===== config.mk =====
export PLATFORM = sky130hd
export DESIGN_NAME = apb_cmd_master_flat
export DESIGN_NICKNAME = d
export VERILOG_FILES = /design/src/rtl/apb_cmd_master_if.sv /design/src/rtl/apb_cmd_master.sv /design/src/flat_wrapper.sv
export SDC_FILE = /design/constraint.sdc
export NUM_CORES = 1
export LEC_CHECK = 0
export BUFFER_PORTS_ARGS = -buffer_cell sky130_fd_sc_hd__buf_2
export CAP_MARGIN = 10
export CORE_MARGIN = 4
export CORE_UTILIZATION = 47
export DETAILED_ROUTE_END_ITERATION = 6
export MAX_ROUTING_LAYER = met4
export PLACE_DENSITY = 0.92
export SYNTH_ARGS = -nofsm -noshare
export SYNTH_HDL_FRONTEND = slang
export SYNTH_SLANG_ARGS = --single-unit

===== constraint.sdc =====
create_clock -name SYSCLK_apb -period 1.9 [get_ports SYSCLK_apb]
set_clock_uncertainty 0.1 [all_clocks]
set_input_delay 0.285 -clock SYSCLK_apb [delete_from_list [all_inputs] [get_ports SYSCLK_apb]]
set_output_delay 0.285 -clock SYSCLK_apb [all_outputs]
set_load 0.01 [all_outputs]

===== src/rtl/apb_cmd_master_if.sv =====
// Command/response handshake plus APB requester bus for apb_cmd_master.
// master modport is the bridge's view; slave modport is the command source / APB completer side.
interface apb_cmd_master_if #(
  parameter int APB_WIDTH  = 32,
  parameter int ADDR_WIDTH = 8
);
  logic                  CMD_VALID;
  logic                  CMD_READY;
  logic                  CMD_WRITE;
  logic [ADDR_WIDTH-1:0] CMD_ADDR;
  logic [APB_WIDTH-1:0]  CMD_WDATA;
  logic                  RSP_VALID;
  logic                  RSP_READY;
  logic [APB_WIDTH-1:0]  RSP_RDATA;
  logic                  RSP_ERR;
  logic                  RSP_TIMEOUT;
  logic                  PSEL;
  logic                  PENABLE;
  logic                  PWRITE;
  logic [ADDR_WIDTH-1:0] PADDR;
  logic [APB_WIDTH-1:0]  PWDATA;
  logic [APB_WIDTH-1:0]  PRDATA;
  logic                  PREADY;
  logic                  PSLVERR;

  modport master (
    input  CMD_VALID, CMD_WRITE, CMD_ADDR, CMD_WDATA, RSP_READY, PRDATA, PREADY, PSLVERR,
    output CMD_READY, RSP_VALID, RSP_RDATA, RSP_ERR, RSP_TIMEOUT,
           PSEL, PENABLE, PWRITE, PADDR, PWDATA
  );

  modport slave (
    output CMD_VALID, CMD_WRITE, CMD_ADDR, CMD_WDATA, RSP_READY, PRDATA, PREADY, PSLVERR,
    input  CMD_READY, RSP_VALID, RSP_RDATA, RSP_ERR, RSP_TIMEOUT,
           PSEL, PENABLE, PWRITE, PADDR, PWDATA
  );
endinterface


===== src/rtl/apb_cmd_master.sv =====
// Single-command APB requester: IDLE -> SETUP -> ACCESS -> RESP, all outputs registered.
// Define APB_TIMEOUT_EN to bound ACCESS wait states by TIMEOUT_CYCLES.
module apb_cmd_master #(
  parameter int APB_WIDTH      = 32,
  parameter int ADDR_WIDTH     = 8,
  parameter int TIMEOUT_CYCLES = 255
) (
  input  logic               SYSCLK_apb,
  input  logic               PRESETN,
  apb_cmd_master_if.master   bus
);
  localparam logic [1:0] IDLE   = 2'd0;
  localparam logic [1:0] SETUP  = 2'd1;
  localparam logic [1:0] ACCESS = 2'd2;
  localparam logic [1:0] RESP   = 2'd3;

  if (TIMEOUT_CYCLES < 1 || TIMEOUT_CYCLES > 255)
    $error("apb_cmd_master: TIMEOUT_CYCLES out of range");
  if (APB_WIDTH != 8 && APB_WIDTH != 16 && APB_WIDTH != 32)
    $error("apb_cmd_master: APB_WIDTH must be 8, 16 or 32");

  typedef struct packed {
    logic                  write;
    logic [ADDR_WIDTH-1:0] addr;
    logic [APB_WIDTH-1:0]  wdata;
  } req_t;

  typedef struct packed {
    logic [APB_WIDTH-1:0] rdata;
    logic                 err;
    logic                 timeout;
  } rsp_t;

  logic [1:0] state;
  req_t       req;
  rsp_t       rsp;
  logic       psel, penable, cmd_ready, rsp_valid;

`ifdef APB_TIMEOUT_EN
  logic [7:0] to_cnt;
  logic       to_hit;
  // to_cnt holds the number of completed PREADY=0 cycles, so the current one is the last allowed
  assign to_hit = (to_cnt == 8'(TIMEOUT_CYCLES - 1));
`endif

  always_ff @(posedge SYSCLK_apb or negedge PRESETN) begin
    if (!PRESETN) begin
      state     <= IDLE;
      req       <= '0;
      rsp       <= '0;
      psel      <= 1'b0;
      penable   <= 1'b0;
      cmd_ready <= 1'b0;
      rsp_valid <= 1'b0;
`ifdef APB_TIMEOUT_EN
      to_cnt    <= '0;
`endif
    end else begin
      case (state)
        IDLE: begin
          cmd_ready <= 1'b1;
          if (cmd_ready && bus.CMD_VALID) begin
            req       <= '{write: bus.CMD_WRITE, addr: bus.CMD_ADDR, wdata: bus.CMD_WDATA};
            psel      <= 1'b1;
            cmd_ready <= 1'b0;
            state     <= SETUP;
          end
        end
        SETUP: begin
          penable <= 1'b1;
          state   <= ACCESS;
`ifdef APB_TIMEOUT_EN
          to_cnt  <= '0;
`endif
        end
        ACCESS: begin
          if (bus.PREADY) begin
            rsp     <= '{rdata: (req.write ? '0 : bus.PRDATA), err: bus.PSLVERR, timeout: 1'b0};
            psel    <= 1'b0;
            penable <= 1'b0;
            state   <= RESP;
          end
`ifdef APB_TIMEOUT_EN
          else if (to_hit) begin
            rsp     <= '{rdata: '0, err: 1'b1, timeout: 1'b1};
            psel    <= 1'b0;
            penable <= 1'b0;
            state   <= RESP;
          end else begin
            to_cnt  <= to_cnt + 8'd1;
          end
`endif
        end
        RESP: begin
          // first RESP cycle is the register stage that raises RSP_VALID
          if (rsp_valid && bus.RSP_READY) begin
            rsp_valid <= 1'b0;
            cmd_ready <= 1'b1;
            state     <= IDLE;
          end else begin
            rsp_valid <= 1'b1;
          end
        end
        default: state <= IDLE;
      endcase
    end
  end

  assign bus.CMD_READY   = cmd_ready;
  assign bus.RSP_VALID   = rsp_valid;
  assign bus.RSP_RDATA   = rsp.rdata;
  assign bus.RSP_ERR     = rsp.err;
  assign bus.RSP_TIMEOUT = rsp.timeout;
  assign bus.PSEL        = psel;
  assign bus.PENABLE     = penable;
  assign bus.PWRITE      = req.write;
  assign bus.PADDR       = req.addr;
  assign bus.PWDATA      = req.wdata;
endmodule


===== src/flat_wrapper.sv =====
// flat-port wrapper written by rule: the top's interface ports become plain ports
module apb_cmd_master_flat 
#(
  parameter int APB_WIDTH      = 32,
  parameter int ADDR_WIDTH     = 8,
  parameter int TIMEOUT_CYCLES = 255
)
  (SYSCLK_apb, PRESETN, bus_CMD_VALID, bus_CMD_WRITE, bus_CMD_ADDR, bus_CMD_WDATA, bus_RSP_READY, bus_PRDATA, bus_PREADY, bus_PSLVERR, bus_CMD_READY, bus_RSP_VALID, bus_RSP_RDATA, bus_RSP_ERR, bus_RSP_TIMEOUT, bus_PSEL, bus_PENABLE, bus_PWRITE, bus_PADDR, bus_PWDATA);
  apb_cmd_master_if #(.APB_WIDTH(APB_WIDTH), .ADDR_WIDTH(ADDR_WIDTH)) bus_i ();
  input  logic SYSCLK_apb;
  input  logic PRESETN;
  input wire logic [$bits(bus_i.CMD_VALID)-1:0] bus_CMD_VALID;
  input wire logic [$bits(bus_i.CMD_WRITE)-1:0] bus_CMD_WRITE;
  input wire logic [$bits(bus_i.CMD_ADDR)-1:0] bus_CMD_ADDR;
  input wire logic [$bits(bus_i.CMD_WDATA)-1:0] bus_CMD_WDATA;
  input wire logic [$bits(bus_i.RSP_READY)-1:0] bus_RSP_READY;
  input wire logic [$bits(bus_i.PRDATA)-1:0] bus_PRDATA;
  input wire logic [$bits(bus_i.PREADY)-1:0] bus_PREADY;
  input wire logic [$bits(bus_i.PSLVERR)-1:0] bus_PSLVERR;
  output wire logic [$bits(bus_i.CMD_READY)-1:0] bus_CMD_READY;
  output wire logic [$bits(bus_i.RSP_VALID)-1:0] bus_RSP_VALID;
  output wire logic [$bits(bus_i.RSP_RDATA)-1:0] bus_RSP_RDATA;
  output wire logic [$bits(bus_i.RSP_ERR)-1:0] bus_RSP_ERR;
  output wire logic [$bits(bus_i.RSP_TIMEOUT)-1:0] bus_RSP_TIMEOUT;
  output wire logic [$bits(bus_i.PSEL)-1:0] bus_PSEL;
  output wire logic [$bits(bus_i.PENABLE)-1:0] bus_PENABLE;
  output wire logic [$bits(bus_i.PWRITE)-1:0] bus_PWRITE;
  output wire logic [$bits(bus_i.PADDR)-1:0] bus_PADDR;
  output wire logic [$bits(bus_i.PWDATA)-1:0] bus_PWDATA;
  assign bus_i.CMD_VALID = bus_CMD_VALID;
  assign bus_i.CMD_WRITE = bus_CMD_WRITE;
  assign bus_i.CMD_ADDR = bus_CMD_ADDR;
  assign bus_i.CMD_WDATA = bus_CMD_WDATA;
  assign bus_i.RSP_READY = bus_RSP_READY;
  assign bus_i.PRDATA = bus_PRDATA;
  assign bus_i.PREADY = bus_PREADY;
  assign bus_i.PSLVERR = bus_PSLVERR;
  assign bus_CMD_READY = bus_i.CMD_READY;
  assign bus_RSP_VALID = bus_i.RSP_VALID;
  assign bus_RSP_RDATA = bus_i.RSP_RDATA;
  assign bus_RSP_ERR = bus_i.RSP_ERR;
  assign bus_RSP_TIMEOUT = bus_i.RSP_TIMEOUT;
  assign bus_PSEL = bus_i.PSEL;
  assign bus_PENABLE = bus_i.PENABLE;
  assign bus_PWRITE = bus_i.PWRITE;
  assign bus_PADDR = bus_i.PADDR;
  assign bus_PWDATA = bus_i.PWDATA;
  apb_cmd_master #(.APB_WIDTH(APB_WIDTH), .ADDR_WIDTH(ADDR_WIDTH), .TIMEOUT_CYCLES(TIMEOUT_CYCLES)) u_core (.SYSCLK_apb(SYSCLK_apb), .PRESETN(PRESETN), .bus(bus_i));
endmodule

==> results.txt <==
status = finished, final reports clean
Tot GR Track Use = 20.5%
first-pass GRT wire length = 13.6 mm
Post-Syn Area = 3420 sq um
vias after detailed routing = 2506
CTS H-tree depth = 3
period utilization = 92.8%
initial antenna violation count = 0
WL/cell = 15.8 um
WL final = 8.27 mm
Seq/Total Area, Yosys = 58.5%
Reg2Reg Capture Point = u_core.bus.PWDATA[0]$_DFFE_PN0P_
#FFs+latches synth = 80
vias in the first global route = 2782
FILL cells = 546
final core utilization = 66.1%
setup violators final = 0
Max VDD drop = 0.000810 V
Initial Util = 49.2%
post-synthesis average cell area = 13.1 sq um
worst hold endpoint = u_core.bus.PWDATA[4]$_DFFE_PN0P_
pre-CTS setup slack = 93.9 ps
Core Area = 6940 sq um
crit path DAT = 1880 ps
clk sink count = 80
Root Buffer = clkbuf_8
Total Power = 8.01 mW
critical path peak fanout = 21
pin count of the biggest net entering global routing = 51
Post-DRT Antenna Nets = 0
Fmax = 567 MHz
Power Dens Cells = 1750 nW/um^2
setup tns final = 0 ps
CTS Buf Count = 9
EDFF count, synth = 0
critical path class = reg2reg
P&R area growth vs syn = 34.2%
R2R depth = 5
DRT Pass-1 Iters = 4
syn nets = 346
clk buf depth = 2
final setup margin = 137 ps
RSZ-0062 raised after global routing = false
MaxCap Viol Count = 0
count of cell types in the netlist = 23
final net count = 508
share of cells above drive strength 1 = 53.0%
final hold vios = 0
grt ovf = 0
die area = 8700 sq um
YS warnings = 0
dpl hpwl = 6.49 mm
Vias/cell = 4.78
Async S/R FF share, synth = 100%
Hold Path Stages = 2
pins over their slew limit = 0
data required time at the worst endpoint = 2020 ps
r2r setup slk = 140 ps
clk_lat worst skew = 330 ps
Top FF cell, synth = dfrtp_1
LEAKAGE = 2.48 nW
Iteration-0 DRC Markers = 60
Ant. Diodes = 0
FF-to-FF Start = u_core.state[1]$_DFFE_PN0P_
Die H = 93.3 um
Hold Path Origin = bus_CMD_WDATA[4]
clock-pin slew of the registers on the worst-case setup and hold paths = 90 ps
# rows = 30
critical path endpoint category = flip-flop
Mapped Cells = 261
postcts setup bufs = 0
CTS tree = yes
Top Ports = 158
# DRC = 0
type of the most critical hold path = in2reg
startpoint types = flip-flop
Die Wd = 93.3 um
Routability Congestion = 0.797
hold_ws = 63.9 ps
Port Buffers = 156
minimum clock period = 1760 ps
-- layout by cell type (no fill, tap or decap), types with 5 or more instances in the layout --
| cell | synthesis | routed |
|---|---|---|
| ha_1 | 6 | 5 |
| buf_2 | 4 | 155 |
| nand2b_1 | 33 | 33 |
| dfrtp_1 | 80 | 80 |
| clkbuf_8 | 0 | 9 |
| o21ai_0 | 34 | 34 |
| buf_4 | 1 | 7 |
| mux2_4 | 39 | 39 |
| nand2_1 | 36 | 35 |
-- synthesized netlist by cell type, types with 2 or more instances --
cell | instances | share of area, %
dfrtp_1 | 80 | 59
mux2_4 | 39 | 17
nand2_1 | 36 | 4.0
o21ai_0 | 34 | 5.0
nand2b_1 | 33 | 6.0
clkbuf_1 | 6 | 0.66
ha_1 | 6 | 2.2
buf_2 | 4 | 0.59
buf_6 | 4 | 1.3
inv_1 | 3 | 0.33
mux2_2 | 3 | 0.99
a21bo_2 | 2 | 0.59
-- power breakdown --
part           leakage (nW)  switching, mW  internal [mW]
clock                 0.117          0.630          0.883
sequential            0.981          0.544           2.55
combinational          1.38           1.58           1.83
total                  2.48           2.75           5.26
-- sequential cells by signal (all words and copies together), names as in the netlist --
register / flops
u_core.bus.PENABLE: 1
u_core.bus.PWRITE: 1
u_core.bus.PADDR: 8
u_core.state: 2
u_core.bus.PWDATA: 32
u_core.bus.RSP_VALID: 1
u_core.bus.RSP_ERR: 1
u_core.bus.RSP_RDATA: 32
u_core.bus.CMD_READY: 1
u_core.bus.PSEL: 1
-- worst max-delay path, cell delays in order (launching register included) --
cell,delay (ps)
dfrtp_1,430
inv_1,150
ha_2,250
nand3_4,170
buf_12,230
mux2_4,310
-- routing by layer --
layer  track usage (%)  vias to the layer above  share of wire, %
met1              22.7                     1202                38
met3              5.23                       13               7.6
li1                  -                     1193                 -
met2              36.4                       98                53
met5                 -                        -                 0
met4              6.23                        0               1.3
-- worst max path at each step --
stage                           startpoint                                 to  slack [ps]  depth (start not counted)
4_1_cts        u_core.state[0]$_DFFE_PN0P_    u_core.bus.PADDR[0]$_DFFE_PN0P_          80                          5
5_1_grt        u_core.state[1]$_DFFE_PN0P_    u_core.bus.PADDR[0]$_DFFE_PN0P_          40                          5
2_1_floorplan  u_core.state[0]$_DFFE_PN0P_    u_core.bus.PADDR[0]$_DFFE_PN0P_         350                          5
3_5_place_dp   u_core.state[1]$_DFFE_PN0P_  u_core.bus.PWDATA[19]$_DFFE_PN0P_          90                          5
6_report       u_core.state[1]$_DFFE_PN0P_   u_core.bus.PWDATA[0]$_DFFE_PN0P_         140                          5
3_3_place_gp   u_core.state[0]$_DFFE_PN0P_    u_core.bus.PADDR[3]$_DFFE_PN0P_         210                          5
-- kinds of logic (layout without fill, tap and decap cells) --
family | count (synthesis) | count (layout) | share of synthesized area, %
flip-flops | 80 | 80 | 58.5
AND/OR/NAND/NOR | 71 | 71 | 10.7
multiplexers | 43 | 43 | 18.4
AO/OA/AOI/OAI | 42 | 42 | 6.95
buffers and inverters | 18 | 185 | 3.11
adder cells (fa/ha/maj) | 6 | 6 | 2.20
other | 1 | 1 | 0.110
-- final cells by class --
class / count / area (sq um) / area share (%)
Clock buffer: 10 / 128 / 2.78
Clock inverter: 6 / 115 / 2.51
Inverter: 3 / 11.3 / 0.245
Multi-Input combinational cell: 163 / 1320 / 28.7
Sequential cell: 80 / 2000 / 43.6
Tap cell: 96 / 120 / 2.62
Timing Repair Buffer: 166 / 898 / 19.6
-- timing repair --
| item | 4_1_cts | 5_1_grt |
|---|---|---|
| hold buffers | 1 | 0 |
| setup endpoints to repair | 0 | 19 |
| endpoints found under the hold margin | 27 | 0 |
| gates resized for setup | 0 | 1 |
-- through the flow --
stage | cells | instance area (sq um)
2_1_floorplan | 261 | 3420
3_3_place_gp | 507 | 4340
3_5_place_dp | 507 | 4340
4_1_cts | 524 | 4590
5_1_grt | 524 | 4590
6_report | 524 | 4590
Note: power is estimated with default switching activity, not from simulation.
